==> src/rtl/im_loader_pkg.sv <==
// rtl/im_loader_pkg.sv - shared constants and FSM state encoding for the IM loader
package im_loader_pkg;

  localparam int IM_ADDR_W  = 10;
  localparam int WORD_BYTES = 4;

  typedef enum logic [1:0] {
    ST_IDLE  = 2'd0,
    ST_RECV  = 2'd1,
    ST_WRITE = 2'd2,
    ST_DONE  = 2'd3
  } state_t;

endpackage

==> src/rtl/im_byte_packer.sv <==
// rtl/im_byte_packer.sv - shifts stream bytes into a big-endian 32-bit word
module im_byte_packer
  import im_loader_pkg::*;
(
  input  logic        clk,
  input  logic        rst,
  input  logic        i_clr,
  input  logic        i_accept,
  input  logic [7:0]  i_data,
  output logic [31:0] o_word,
  output logic        o_word_ready
);

  logic [1:0]  r_idx;
  logic [31:0] r_word;

  // Byte k lands in lane 3-k; for a 2-bit index that lane is simply ~k.
  always_ff @(posedge clk or posedge rst) begin
    if (rst) begin
      r_idx  <= '0;
      r_word <= '0;
    end else if (i_clr) begin
      r_idx  <= '0;
    end else if (i_accept) begin
      r_word[{~r_idx, 3'b000} +: 8] <= i_data;
      r_idx                         <= r_idx + 2'd1;
    end
  end

  assign o_word       = r_word;
  assign o_word_ready = i_accept && (r_idx == 2'(WORD_BYTES - 1));

endmodule

==> src/rtl/im_loader.sv <==
// rtl/im_loader.sv - loads a byte-streamed program into instruction memory
module im_loader
  import im_loader_pkg::*;
#(
  parameter int ADDR_W = IM_ADDR_W,
  parameter int CNT_W  = ADDR_W + 1
) (
  input  logic              clk,
  input  logic              rst,
  input  logic              start,
  input  logic [ADDR_W-1:0] base_addr,
  input  logic [CNT_W-1:0]  len,
  input  logic [7:0]        in_data,
  input  logic              in_valid,
  output logic              in_ready,
  output logic              im_we,
  output logic [ADDR_W-1:0] im_addr,
  output logic [31:0]       im_wdata,
  output logic              busy,
  output logic              done,
  output logic              cpu_hold,
  output logic [CNT_W-1:0]  words_written
);

  state_t            r_state;
  state_t            w_next;
  logic [ADDR_W-1:0] r_base;
  logic [CNT_W-1:0]  r_len;
  logic [CNT_W-1:0]  r_words;
  logic              w_start_acc;
  logic              w_accept;
  logic              w_word_ready;
  logic              w_last;
  logic [31:0]       w_word;

  assign w_start_acc = start && (r_state == ST_IDLE);
  assign w_accept    = in_valid && (r_state == ST_RECV);
  assign w_last      = (r_words + CNT_W'(1)) == r_len;

  im_byte_packer u_packer (
    .clk          (clk),
    .rst          (rst),
    .i_clr        (w_start_acc),
    .i_accept     (w_accept),
    .i_data       (in_data),
    .o_word       (w_word),
    .o_word_ready (w_word_ready)
  );

  always_ff @(posedge clk or posedge rst) begin
    if (rst) r_state <= ST_IDLE;
    else     r_state <= w_next;
  end

  always_comb begin
    w_next = r_state;
    case (r_state)
      ST_IDLE:  if (start) w_next = (len != '0) ? ST_RECV : ST_DONE;
      ST_RECV:  if (w_word_ready) w_next = ST_WRITE;
      ST_WRITE: w_next = w_last ? ST_DONE : ST_RECV;
      ST_DONE:  w_next = ST_IDLE;
      default:  w_next = ST_IDLE;
    endcase
  end

  // All handshake/status outputs are pure state decodes.
  always_comb begin
    in_ready = (r_state == ST_RECV);
    im_we    = (r_state == ST_WRITE);
    busy     = (r_state == ST_RECV) || (r_state == ST_WRITE);
    done     = (r_state == ST_DONE);
    cpu_hold = busy;
  end

  always_ff @(posedge clk or posedge rst) begin
    if (rst) begin
      r_base  <= '0;
      r_len   <= '0;
      r_words <= '0;
    end else if (w_start_acc) begin
      r_base  <= base_addr;
      r_len   <= len;
      r_words <= '0;
    end else if (r_state == ST_WRITE) begin
      r_words <= r_words + CNT_W'(1);
    end
  end

  // Address arithmetic wraps naturally at the top of the IM.
  assign im_addr       = r_base + r_words[ADDR_W-1:0];
  assign im_wdata      = w_word;
  assign words_written = r_words;

endmodule

==> config.mk <==
export PLATFORM = sky130hd
export DESIGN_NAME = im_loader
export DESIGN_NICKNAME = d
export VERILOG_FILES = /design/src/rtl/im_loader_pkg.sv /design/src/rtl/im_byte_packer.sv /design/src/rtl/im_loader.sv
export SDC_FILE = /design/constraint.sdc
export NUM_CORES = 1
export LEC_CHECK = 0
export ABC_CLOCK_PERIOD_IN_PS = 5300
export BUFFER_PORTS_ARGS = -buffer_cell sky130_fd_sc_hd__buf_2
export CORE_UTILIZATION = 49
export CTS_CLUSTER_DIAMETER = 60
export CTS_CLUSTER_SIZE = 16
export DETAILED_ROUTE_END_ITERATION = 10
export GPL_TIMING_DRIVEN = 0
export PLACE_DENSITY = 0.73
export SLEW_MARGIN = 5
export SYNTH_ARGS = -nofsm -noshare
export SYNTH_HDL_FRONTEND = slang
export SYNTH_SLANG_ARGS = --single-unit
==> constraint.sdc <==
create_clock -name clk -period 5.3 [get_ports clk]
set_input_delay 0.795 -clock clk [delete_from_list [all_inputs] [get_ports clk]]
set_output_delay 0.795 -clock clk [all_outputs]
set_load 0.02 [all_outputs]
Word level (Yosys, flattened, before mapping) --
Cells that the tools add are included.
Storage, ports and cells: bits of input ports 33, register bits 68
Operators by class: muxes and demuxes 10, eq/ne operators 7, reduce and logical (&&, ||, !) cells 10, bitwise gates (word level) 2, add/subtract/negate cells 4, shift-type cells 2
Operator list (count):
- bitwise mux 32 bit | 1
- variable shift 8 x 7 -> 32 bit (first input constant) | 1
- indexed part select 8 x 7 -> 32 bit | 1
- 2-to-1 mux 11 bit | 2
- 2-to-1 mux 2 bit | 6
- adder 11 x 1 -> 11 bit (second input constant) | 1
- == test 11 bit | 1
- nonzero test 11 bit | 1
- adder 10 bit | 1
- case mux 2 bit (4 select lines) | 1
- negator 5 -> 7 bit | 1
- == test 2 bit (second input constant) | 3
- AND reduction 2 bit | 2
- nonzero test 2 bit | 2
- logical AND 1 bit | 3
- adder 2 x 1 -> 2 bit (second input constant) | 1
- == test 2 x 1 -> 1 bit (second input constant) | 1
- zero test 2 bit | 1
- inequality test 2 x 1 -> 1 bit (second input constant) | 1
- inequality test 2 bit (second input constant) | 1
- NOT 2 bit | 1
- logical OR 1 bit | 1
- NOT 1 bit | 1

Depth between registers and ports, before layout --
Gate-level depths: netlist (run 1).
depth after elaboration 5, mapped depth 9, mapped depth without buffers 8

Modules after synthesis --
Synthesis (run 1) repeated with hierarchy kept, for this count alone.
Second synthesis, totals: cell total of the unflattened synthesis 431, area, all modules 3997.6 sq um
Modules (own cells, without submodules):
- im_loader | instances 1, cells each 267, seq. area each 850.8 sq um, area each 2258.4 sq um
- im_byte_packer | instances 1, cells each 164, seq. area each 850.8 sq um, area each 1739.2 sq um

Least setup slack after synthesis (run 1) --
Ideal clock, no wire load.
path kind reg2out, start register r_words[0], in the netlist words_written[0], end output im_addr[8], path buffers 0, slack 2.220 ns, cell stages (with the launch flop) 9, arrival 2.285 ns, cell sequence dfrtp_1 -> ha_1 -> fa_1 -> a21o_1 -> a21oi_1 -> nor2b_1 -> o21a_1 -> o41ai_2 -> xnor2_1
On the way: longest elaborated chain between the ends 1
RTL lines:
- from (decl) | RTL line im_loader.sv:29 | logic [CNT_W-1:0] r_words;
- from (signal assigned) | RTL line im_loader.sv:85 | r_words <= r_words + CNT_W'(1);
- adder 10 bit | RTL line im_loader.sv:90 | assign im_addr = r_base + r_words[ADDR_W-1:0];
- to (decl) | RTL line im_loader.sv:17 | output logic [ADDR_W-1:0] im_addr,
Every way passes these cells.

Final worst setup path (run 1) --
Same ends and word-level chain as after synthesis.

==> impl_results.md, run 1 <==
- Clock buffer depth: 2
- CORE AREA: 6910 µm²
- Cts repair resizes: 0
- Reg2reg end: u_packer.o_word[1]$_DFFE_PP0P_
- Maximum VDD drop: 0.323 mV
- WP data arrival: 2.78 ns
- Worst-Margin Slew: 1.05 ns
- # clock sinks: 68
- Hold Path Stages: 2
- Vias per cell: 4.99
- Hold Path Class: reg -> reg
- Commonest non-fill, non-tap cell in the layout: nand2_1
- HPWL after DPL: 6.15 mm
- Avg WL per Cell: 13.4 µm
- Final nets: 566
- CTS tree: built
- H-Tree Depth: 3
- Die Y: 87.4 µm
- Max cap viols: 0
- Via Count: 3059
- Total power: 2.39 mW
- Port bufs: 90
- CP Class: reg -> out
- Fin crit share: 67.5%
- Initial core utilization: 51.8%
- Tot GR Track Use: 23.5%
- CP max FO: 8
- Status: finished clean
- Setup violators final: 0
- Residual DRC: 0
- Tmin final: 3.58 ns
- Post-synthesis xor/xnor area fraction: 8.08%
- Worst setup EP type: primary output
- Clk_lat worst skew: 0.34 ns
- Most frequent cells in the layout: nand2_1 (143), buf_2 (93), dfrtp_1 (68)
- Remaining antenna violation count: 0
- Largest net degree at the start of global routing: 69
- Diode count: 0
- Sequential area share after synthesis: 47.6%
- Mux contribution to synthesized area: 0.560%
- Share of layout cells above drive strength 1: 22.4%
- Power per cell area: 547 nW/µm²
- DR pass1 iterations: 5
- F_max: 280 MHz
- Synth Area in Adders: 7.56%
- Post-Syn Area per Cell: 8.70 µm²
- Post-Synthesis Cell Area: 3580 µm²
- Die width: 87.4 µm
- Min-delay src: u_packer.o_word[17]$_DFFE_PP0P_
- Slew HR: 29.8%
- Vias in the first global route: 2939
- Worst-case reg-to-reg path depth: 5
- First-pass GRT wire length: 13.9 mm
- Synth Net Count: 465
- Total grt overflow: 0
- Reg2Reg Launch Point: u_packer.r_idx[0]$_DFFE_PP0P_
- Library cells used by synthesis: 35
- TritonCTS buffer count: 9
- Drt total wl: 8.19 mm
- Synth warn: 0
- Row count: 30
- Clock skew: 0.00944 ns
- Initial antenna violation count: 0
- RSZ-0062 raised after global routing: no
- Slew Limit Fails: 0
- Hold-fix buffers, CTS: 0
- Post-synthesis register bit count: 68
- Routability Congestion: 0.830
- Ports: 91
- Gate Count Post-Synth: 411
- Area grow syn2layout: 22.4%
- Leakage: 2.27 nW
- Die Area: 7650 µm²
- Setup slack at placement: 2.08 ns
- Root buf cell: clkbuf_8
- Setup bufs post-CTS: 0
- Final setup margin: 1.72 ns
- DRT iter0 DRCs: 121
- Clock-pin slew on the worst setup and hold paths: 0.08 ns
- R2r setup slk: 3.06 ns
- Synth Area in Simple Gates: 24.2%
- Setup_tns: 0 ns
- Largest family of logic cells by synthesized area: simple AND/OR/NAND/NOR gates
- Hold path endpoint: u_packer.o_word[17]$_DFFE_PP0P_
- Final hold viol count: 0
- WP data required: 4.51 ns
- Compound-Gate Fraction of Synth Area: 9.09%
- Worst setup SP type: register
logic make-up after synthesis:
family / after synthesis
buffers and inverters: 25
XOR/XNOR: 33
adder cells (fa/ha/maj): 21
flip-flops: 68
AND/OR/NAND/NOR: 205
AO/OA/AOI/OAI: 57
multiplexers: 2
report_power, final:
group | total, mW | switching (mW) | leakage (nW) | internal, mW
registers | 0.840 | 0.134 | 0.899 | 0.706
logic | 1.08 | 0.681 | 1.26 | 0.395
clock network | 0.477 | 0.197 | 0.110 | 0.280
registers in the layout (all words and copies together), names as in the netlist:
name	flops
words_written	11
r_len	11
u_packer.r_idx	2
r_base	10
r_state	2
u_packer.o_word	32
synthesized netlist by cell type (all sizes together):
cell type | n | area [µm²]
inv | 9 | 33.8
nor2 | 24 | 90.1
o41ai | 1 | 16.3
nor4 | 2 | 12.5
and4 | 2 | 17.5
or3b | 1 | 8.76
o21a | 1 | 7.51
o21ai | 41 | 205
o211ai | 2 | 15.0
a21o | 2 | 15.0
nor3b | 3 | 22.5
nand2 | 143 | 537
mux2i | 2 | 20.0
clkbuf | 11 | 41.3
ha | 20 | 250
dfrtp | 68 | 1700
nor3 | 8 | 40.0
a21oi | 7 | 38.8
and2 | 2 | 15.0
nor2b | 3 | 18.8
xnor2 | 19 | 166
a41oi | 1 | 8.76
nand4 | 6 | 37.5
a31o | 1 | 8.76
nor4b | 1 | 8.76
fa | 1 | 20.0
or4 | 1 | 7.51
buf | 5 | 30.0
o211a | 1 | 10.0
nand3 | 9 | 50.1
xor2 | 14 | 123
metrics by stage:
stage	cells	util (%)	hold slack, ns	instance area (µm²)
2_1_floorplan	411	-	0.450	3580
3_3_place_gp	597	60.1	0.460	4150
3_5_place_dp	597	60.1	0.465	4150
4_1_cts	613	63.4	0.483	4380
5_1_grt	613	63.4	0.506	4380
6_report	613	63.4	0.478	4380
critical path: stages (launching register included):
cell     delay (ns)
dfrtp_1        0.50
ha_1           0.30
fa_1           0.42
a21o_1         0.18
a21oi_1        0.21
nor2b_1        0.08
o21a_1         0.20
o41ai_2        0.24
xnor2_1        0.15
buf_2          0.17
metal layers:
metal / GRT usage (%) / routed length (µm) / up-vias / share of wire [%]
met2: 35.7 / 3780 / 70 / 46
li1: - / - / 1554 / -
met3: 4.93 / 350 / 6 / 4.3
met5: 0 / 0 / - / 0
met1: 34.0 / 3990 / 1429 / 49
met4: 6.86 / 68 / 0 / 0.83
worst max path at each step:
stage                                       from               endpoint  slack [ns]  cells after the start
finish              words_written[0]$_DFFE_PP0P_             im_addr[8]        1.72                      9
floorplan           words_written[0]$_DFFE_PP0P_             im_addr[8]        2.22                      8
global placement                             rst  r_base[0]$_DFFE_PP0P_        2.00                      2
detailed placement  words_written[0]$_DFFE_PP0P_             im_addr[8]        2.08                      9
CTS                 words_written[0]$_DFFE_PP0P_             im_addr[8]        1.70                      9
global route        words_written[0]$_DFFE_PP0P_             im_addr[8]        1.52                      9
final cells by class:
type	instances	area [µm²]
Buffer	16	71.3
Clock buffer	11	141
Clock inverter	5	85.1
Fill cell	654	2530
Inverter	9	36.3
Multi-Input combinational cell	318	1770
Sequential cell	68	1700
Tap cell	96	120
Timing Repair Buffer	90	450
(Power assumes the default switching activity.)
==> run 2: changes to the inputs <==
--- a/config.mk
+++ b/config.mk
@@ -5,14 +5,15 @@
 export SDC_FILE = /design/constraint.sdc
 export NUM_CORES = 1
 export LEC_CHECK = 0
-export ABC_CLOCK_PERIOD_IN_PS = 5300
+export ABC_AREA = 1
+export ABC_CLOCK_PERIOD_IN_PS = 2970
 export BUFFER_PORTS_ARGS = -buffer_cell sky130_fd_sc_hd__buf_2
-export CORE_UTILIZATION = 49
+export CORE_UTILIZATION = 48
 export CTS_CLUSTER_DIAMETER = 60
 export CTS_CLUSTER_SIZE = 16
 export DETAILED_ROUTE_END_ITERATION = 10
 export GPL_TIMING_DRIVEN = 0
-export PLACE_DENSITY = 0.73
+export PLACE_DENSITY = 0.74
 export SLEW_MARGIN = 5
 export SYNTH_ARGS = -nofsm -noshare
 export SYNTH_HDL_FRONTEND = slang
==> constraint.sdc (replaced) <==
create_clock -name clk -period 2.97 [get_ports clk]
set_input_delay 0.4455 -clock clk [delete_from_list [all_inputs] [get_ports clk]]
set_output_delay 0.4455 -clock clk [all_outputs]
set_load 0.02 [all_outputs]
==> run 2 against run 1 <==
Compared with the run above: routed wire length rose by 9.9%; critical endpoint unchanged; core utilization fell by 1.9 points; global-route usage grew 1.0 points.
==> impl_results.md, run 2 <==
- Status: finished clean
- DRT iter0 DRCs: 152
- RSZ-0062 raised after global routing: no
- Clk_lat worst skew: 0.35 ns
- Via Count: 3457
- Library cells used by synthesis: 33
- Final hold viol count: 0
- Layer with the highest usage: met2
- Die width: 89.6 µm
- Slew HR: 46.2%
- Setup violators final: 0
- Port bufs: 90
- # fillers: 637
- TritonCTS buffer count: 9
- Vias in the first global route: 3369
- Leakage: 2.45 nW
- Routability Congestion: 0.894
- # clock sinks: 68
- Post-synth ARST share: 100%
- Sequential area share after synthesis: 46.2%
- Hold Path Class: in -> async
- Slew Limit Fails: 0
- Fin crit share: 94.4%
- Tot GR Track Use: 24.5%
- Hold-fix buffers, CTS: 0
- Worst setup EP type: primary output
- GR Layer Usage met1: 27.6%
- HPWL after DPL: 6.70 mm
- Clock-pin slew on the worst setup and hold paths: 0.07 ns
- Post-Synthesis Cell Area: 3680 µm²
- Area contributors post-synth: dfrtp_1 (46%), nand2_1 (13%), ha_1 (6.8%), o21ai_0 (6.2%), nand3_1 (5.6%)
- Residual DRC: 0
- Setup bufs post-CTS: 0
- Placed cell areas: 4260 µm²
- Total grt overflow: 0
- EDFF count, synth: 0
- Post-Syn Area per Cell: 8.15 µm²
- Core Util, Final: 61.5%
- CP max FO: 6
- GRT met3 Usage: 3.93%
- Commonest cells in the netlist: nand2_1 (130), dfrtp_1 (68), o21ai_0 (46), inv_1 (45), nand3_1 (41)
- Vias per cell: 5.26
- Max reg flops: 32
- Setup_tns: 0 ns
- Post-synthesis register bit count: 68
- Die Y: 89.6 µm
- Drt total wl: 9.00 mm
- Die Area: 8030 µm²
- Commonest non-fill, non-tap cell in the layout: nand2_1
- Largest net degree at the start of global routing: 69
- Worst setup SP type: register
- M2 GR Usage: 44.4%
- Tmin final: 2.80 ns
- Share of layout cells above drive strength 1: 22.2%
- Synth warn: 0
- Diode count: 0
- H-Tree Depth: 3
- Clock skew: 0.00813 ns
- Area grow syn2layout: 22.3%
- Max cap viols: 0
- Gate Count Post-Synth: 452
- Final nets: 607
- Most frequent cells in the layout: nand2_1 (130), buf_2 (89), dfrtp_1 (66)
- Initial core utilization: 50.3%
- CORE AREA: 7330 µm²
- Initial antenna violation count: 0
- Most frequent cell after synthesis: nand2_1
- DR pass1 iterations: 5
- Synth Net Count: 506
- Row count: 31
- Primary FF master, synth: dfrtp_1
- Ports: 91
- Root buf cell: clkbuf_8
- Avg WL per Cell: 13.7 µm
- CTS tree: built
- Worst-Margin Slew: 0.807 ns
- CP Class: reg -> out
- Largest area contributor in the netlist: dfrtp_1
- F_max: 357 MHz
- WP data arrival: 2.36 ns
- Finished Cell Area: 4510 µm²
- First-pass GRT wire length: 14.7 mm
- WP data required: 2.52 ns
- Clock buffer depth: 2
- Power per cell area: 930 nW/µm²
- Post-synth top area share: 46.2%
- Remaining antenna violation count: 0
- Maximum VDD drop: 0.584 mV
[run 2: cell type report]
| type | instances | area, µm² | area share, % |
|---|---|---|---|
| inverter | 49 | 186 | 4.14 |
| tap | 99 | 124 | 2.75 |
| clock inverter | 5 | 75.1 | 1.67 |
| buffer | 12 | 48.8 | 1.08 |
| multi-input combinational | 323 | 1780 | 39.4 |
| sequential | 68 | 1700 | 37.8 |
| clock buffer | 11 | 141 | 3.14 |
| timing repair buffer | 90 | 453 | 10.0 |
[run 2: worst max-delay path: stages, from the launching register on]
cell      delay, ns
dfrtp_2        0.46
ha_2           0.22
fa_2           0.35
nand3_1        0.08
nand2_1        0.09
a21oi_1        0.14
o21bai_1       0.10
nand2_1        0.08
nand2_1        0.06
a21oi_2        0.12
xor2_1         0.15
buf_4          0.15
[run 2: per-layer routing]
layer	vias up	wire length [µm]
met5	-	0
met4	0	230
met3	16	388
met2	108	4610
met1	1626	3770
li1	1707	-
[run 2: kinds of logic after synthesis]
kind of cell	Yosys count	share of synthesized area [%]
adder cells (fa/ha/maj)	21	7.33
flip-flops	68	46.2
XOR/XNOR	11	2.61
buffers and inverters	61	6.32
AO/OA/AOI/OAI	79	12.7
AND/OR/NAND/NOR	212	24.9
[run 2: final timing paths]
path                                                     start                             end  slack, ns  cells past startpoint
worst min register to register  u_packer.o_word[9]$_DFFE_PP0P_  u_packer.o_word[9]$_DFFE_PP0P_       0.49                      2
max in group asynchronous                                  rst    words_written[0]$_DFFE_PP0P_       2.15                      2
worst max register to register   u_packer.r_idx[0]$_DFFE_PP0P_  u_packer.o_word[5]$_DFFE_PP0P_       0.75                      6
worst min-delay path                                       rst            r_len[0]$_DFFE_PP0P_       0.26                      2
worst max-delay path              words_written[0]$_DFFE_PP0P_                      im_addr[8]       0.17                     11
min in group clk                                  base_addr[7]           r_base[7]$_DFFE_PP0P_       0.29                      3
[run 2: metrics by stage]
step	setup slack, ns	total power, mW	cells	hold slack [ns]
after floorplan	0.406	2.75	452	0.453
after global placement	0.0426	3.27	641	0.465
after detailed placement	0.378	3.32	641	0.470
after CTS	0.0102	4.18	657	0.282
after global routing	0.0116	4.54	657	0.305
final	0.168	4.19	657	0.264
[run 2: power by group]
group	total, mW	switching, mW	leakage [nW]	internal [mW]
sequential	1.44	0.212	0.896	1.22
combinational	1.91	1.26	1.44	0.644
clock	0.849	0.357	0.113	0.492
total	4.19	1.83	2.45	2.36
[run 2: repair_timing]
item / 4_1_cts / 5_1_grt
cloned: 0 / 0
setup endpoints to repair: 1 / 2
gates resized for setup: 1 / 7
==> run 3: changes to the inputs <==
--- a/config.mk
+++ b/config.mk
@@ -12,7 +12,6 @@
 export CTS_CLUSTER_DIAMETER = 60
 export CTS_CLUSTER_SIZE = 16
 export DETAILED_ROUTE_END_ITERATION = 10
-export GPL_TIMING_DRIVEN = 0
 export PLACE_DENSITY = 0.74
 export SLEW_MARGIN = 5
 export SYNTH_ARGS = -nofsm -noshare
==> run 3 against run 2 <==
Compared with the run above: global-route usage decreased by 0.88 points; worst setup slack got worse by 0.011 ns; clock skew about the same; sequential power about the same; register-to-register slack improved by 0.09 ns; non-clock buffer count decreased by 8; hold slack got worse by 0.032 ns; sequential share of layout area about the same; highest routed layer unchanged.
==> impl_results.md, run 3 (synthesis gave the netlist of run 2 again) <==
- Reg area: 1700 µm²
- Multi-input gate area in the final layout: 1780 µm²
- Slew Limit Fails: 0
- Leakage: 2.46 nW
- Row count: 31
- DR pass1 iterations: 4
- Tmin final: 2.81 ns
- DRT iter0 DRCs: 149
- Largest net degree at the start of global routing: 36
- Root buf cell: clkbuf_8
- Diode count: 0
- Crit path from: words_written[0]$_DFFE_PP0P_
- Maximum VDD drop: 0.450 mV
- H-Tree Depth: 3
- Setup_tns: 0 ns
- Worst-path cell chain: ha_2, fa_2, nand3_1, nand2_1, a21oi_2, o21bai_1, nand2_1, nand2_1, a21oi_2, xor2_1, buf_4
- CTS tree: built
- Via Count: 3429
- Clock-pin slew on the worst setup and hold paths: 0.07 ns
- Avg WL per Cell: 13.7 µm
- Placed cell areas: 4250 µm²
- Initial core utilization: 50.3%
- CP max FO: 5
- Worst-case reg-to-reg path depth: 5
- Critical path's slowest cell: dfrtp_2
- Residual DRC: 0
- Worst setup EP type: primary output
- WP data arrival: 2.37 ns
- Vias in the first global route: 3265
- F_max: 356 MHz
- R2r setup slk: 0.84 ns
- Clock skew: 0.00846 ns
- Commonest non-fill, non-tap cell in the layout: nand2_1
- Worst-Margin Slew: 0.759 ns
- Hold Path Class: in -> async
- Reg2Reg Launch Point: u_packer.r_idx[0]$_DFFE_PP0P_
- Fin crit share: 94.7%
- Max cap viols: 0
- Power per cell area: 926 nW/µm²
- Max reg flops: 32
- HPWL after DPL: 6.50 mm
- Drt total wl: 8.86 mm
- Number of buffers and inverters on the critical path: 1
- # fillers: 678
- Tot GR Track Use: 23.7%
- CORE AREA: 7330 µm²
- Vias per cell: 5.28
- CP Class: reg -> out
- Port bufs: 90
- Clock buffer depth: 2
- TritonCTS buffer count: 9
- Remaining antenna violation count: 0
- Slew HR: 49.0%
- First-pass GRT wire length: 14.2 mm
- Crit path largest cell delay: 0.44 ns
- Routability Congestion: 0.843
- Area grow syn2layout: 22.3%
- Initial antenna violation count: 0
- Most frequent CP cell: nand2_1
- Die width: 89.6 µm
- # clock sinks: 68
- Final nets: 599
- Hold-fix buffers, CTS: 0
- Instance count on the critical path: 11
- Total grt overflow: 0
- Die Area: 8030 µm²
- WP data required: 2.52 ns
- Final hold viol count: 0
- Clk_lat worst skew: 0.35 ns
- CP delay by family, top: adder cells
- Share of layout cells above drive strength 1: 23.3%
- Ports: 91
- Most frequent cells in the layout: nand2_1 (130), buf_2 (88), dfrtp_1 (66)
- Die Y: 89.6 µm
- Setup violators final: 0
- Finished Cell Area: 4510 µm²
- Worst setup SP type: register
- Status: finished clean
- Core Util, Final: 61.5%
[run 3: cell type report]
class / count / area share, %
Inverter: 49 / 4.08
Clock buffer: 11 / 3.14
Timing Repair Buffer: 94 / 11.1
Multi-Input combinational cell: 323 / 39.5
Sequential cell: 68 / 37.8
Tap cell: 99 / 2.75
Clock inverter: 5 / 1.67
[run 3: power breakdown]
group          internal, mW  leakage [nW]  switching (mW)  total [mW]
Clock                 0.492         0.113           0.351       0.843
Sequential             1.22         0.896           0.207        1.43
Combinational         0.640          1.45            1.26        1.90
Total                  2.36          2.46            1.82        4.17
[run 3: repair_timing]
item                       in CTS  in global routing
gates resized for setup         1                 10
setup buffers                   0                  1
setup endpoints to repair       1                  2
pin swaps                       0                  1
[run 3: per-stage QoR]
step | setup slack, ns | power (mW) | hold slack (ns) | std cells
after floorplan | 0.406 | 2.75 | 0.453 | 452
after CTS | 0.00604 | 4.15 | 0.248 | 648
after global placement | 0.450 | 3.24 | 0.468 | 632
final | 0.157 | 4.17 | 0.232 | 649
after global routing | -0.00867 | 4.51 | 0.302 | 649
after detailed placement | 0.327 | 3.29 | 0.474 | 632
[run 3: metal layers]
layer / wire length, µm / GRT usage [%] / vias up
li1: - / - / 1695
met1: 3630 / 26.6 / 1629
met2: 4630 / 43.4 / 89
met3: 438 / 3.47 / 16
met4: 171 / 12.3 / 0
met5: 0 / 0 / -
[run 3: worst paths after layout]
| path | endpoint |
|---|---|
| hold / removal | u_packer.o_word[28]$_DFFE_PP0P_ |
| setup / recovery | im_addr[8] |
| max in group asynchronous | words_written[2]$_DFFE_PP0P_ |
| min in group clk | r_base[6]$_DFFE_PP0P_ |
| setup reg to reg | u_packer.o_word[2]$_DFFE_PP0P_ |
| hold reg to reg | u_packer.o_word[9]$_DFFE_PP0P_ |
[run 3: worst register-to-register path, cell delays in order (launching register included)]
cell and delay (ns):
dfrtp_1 0.43, inv_1 0.28, ha_1 0.42, nor3_1 0.69
nand3_1 0.17, nand2_1 0.09
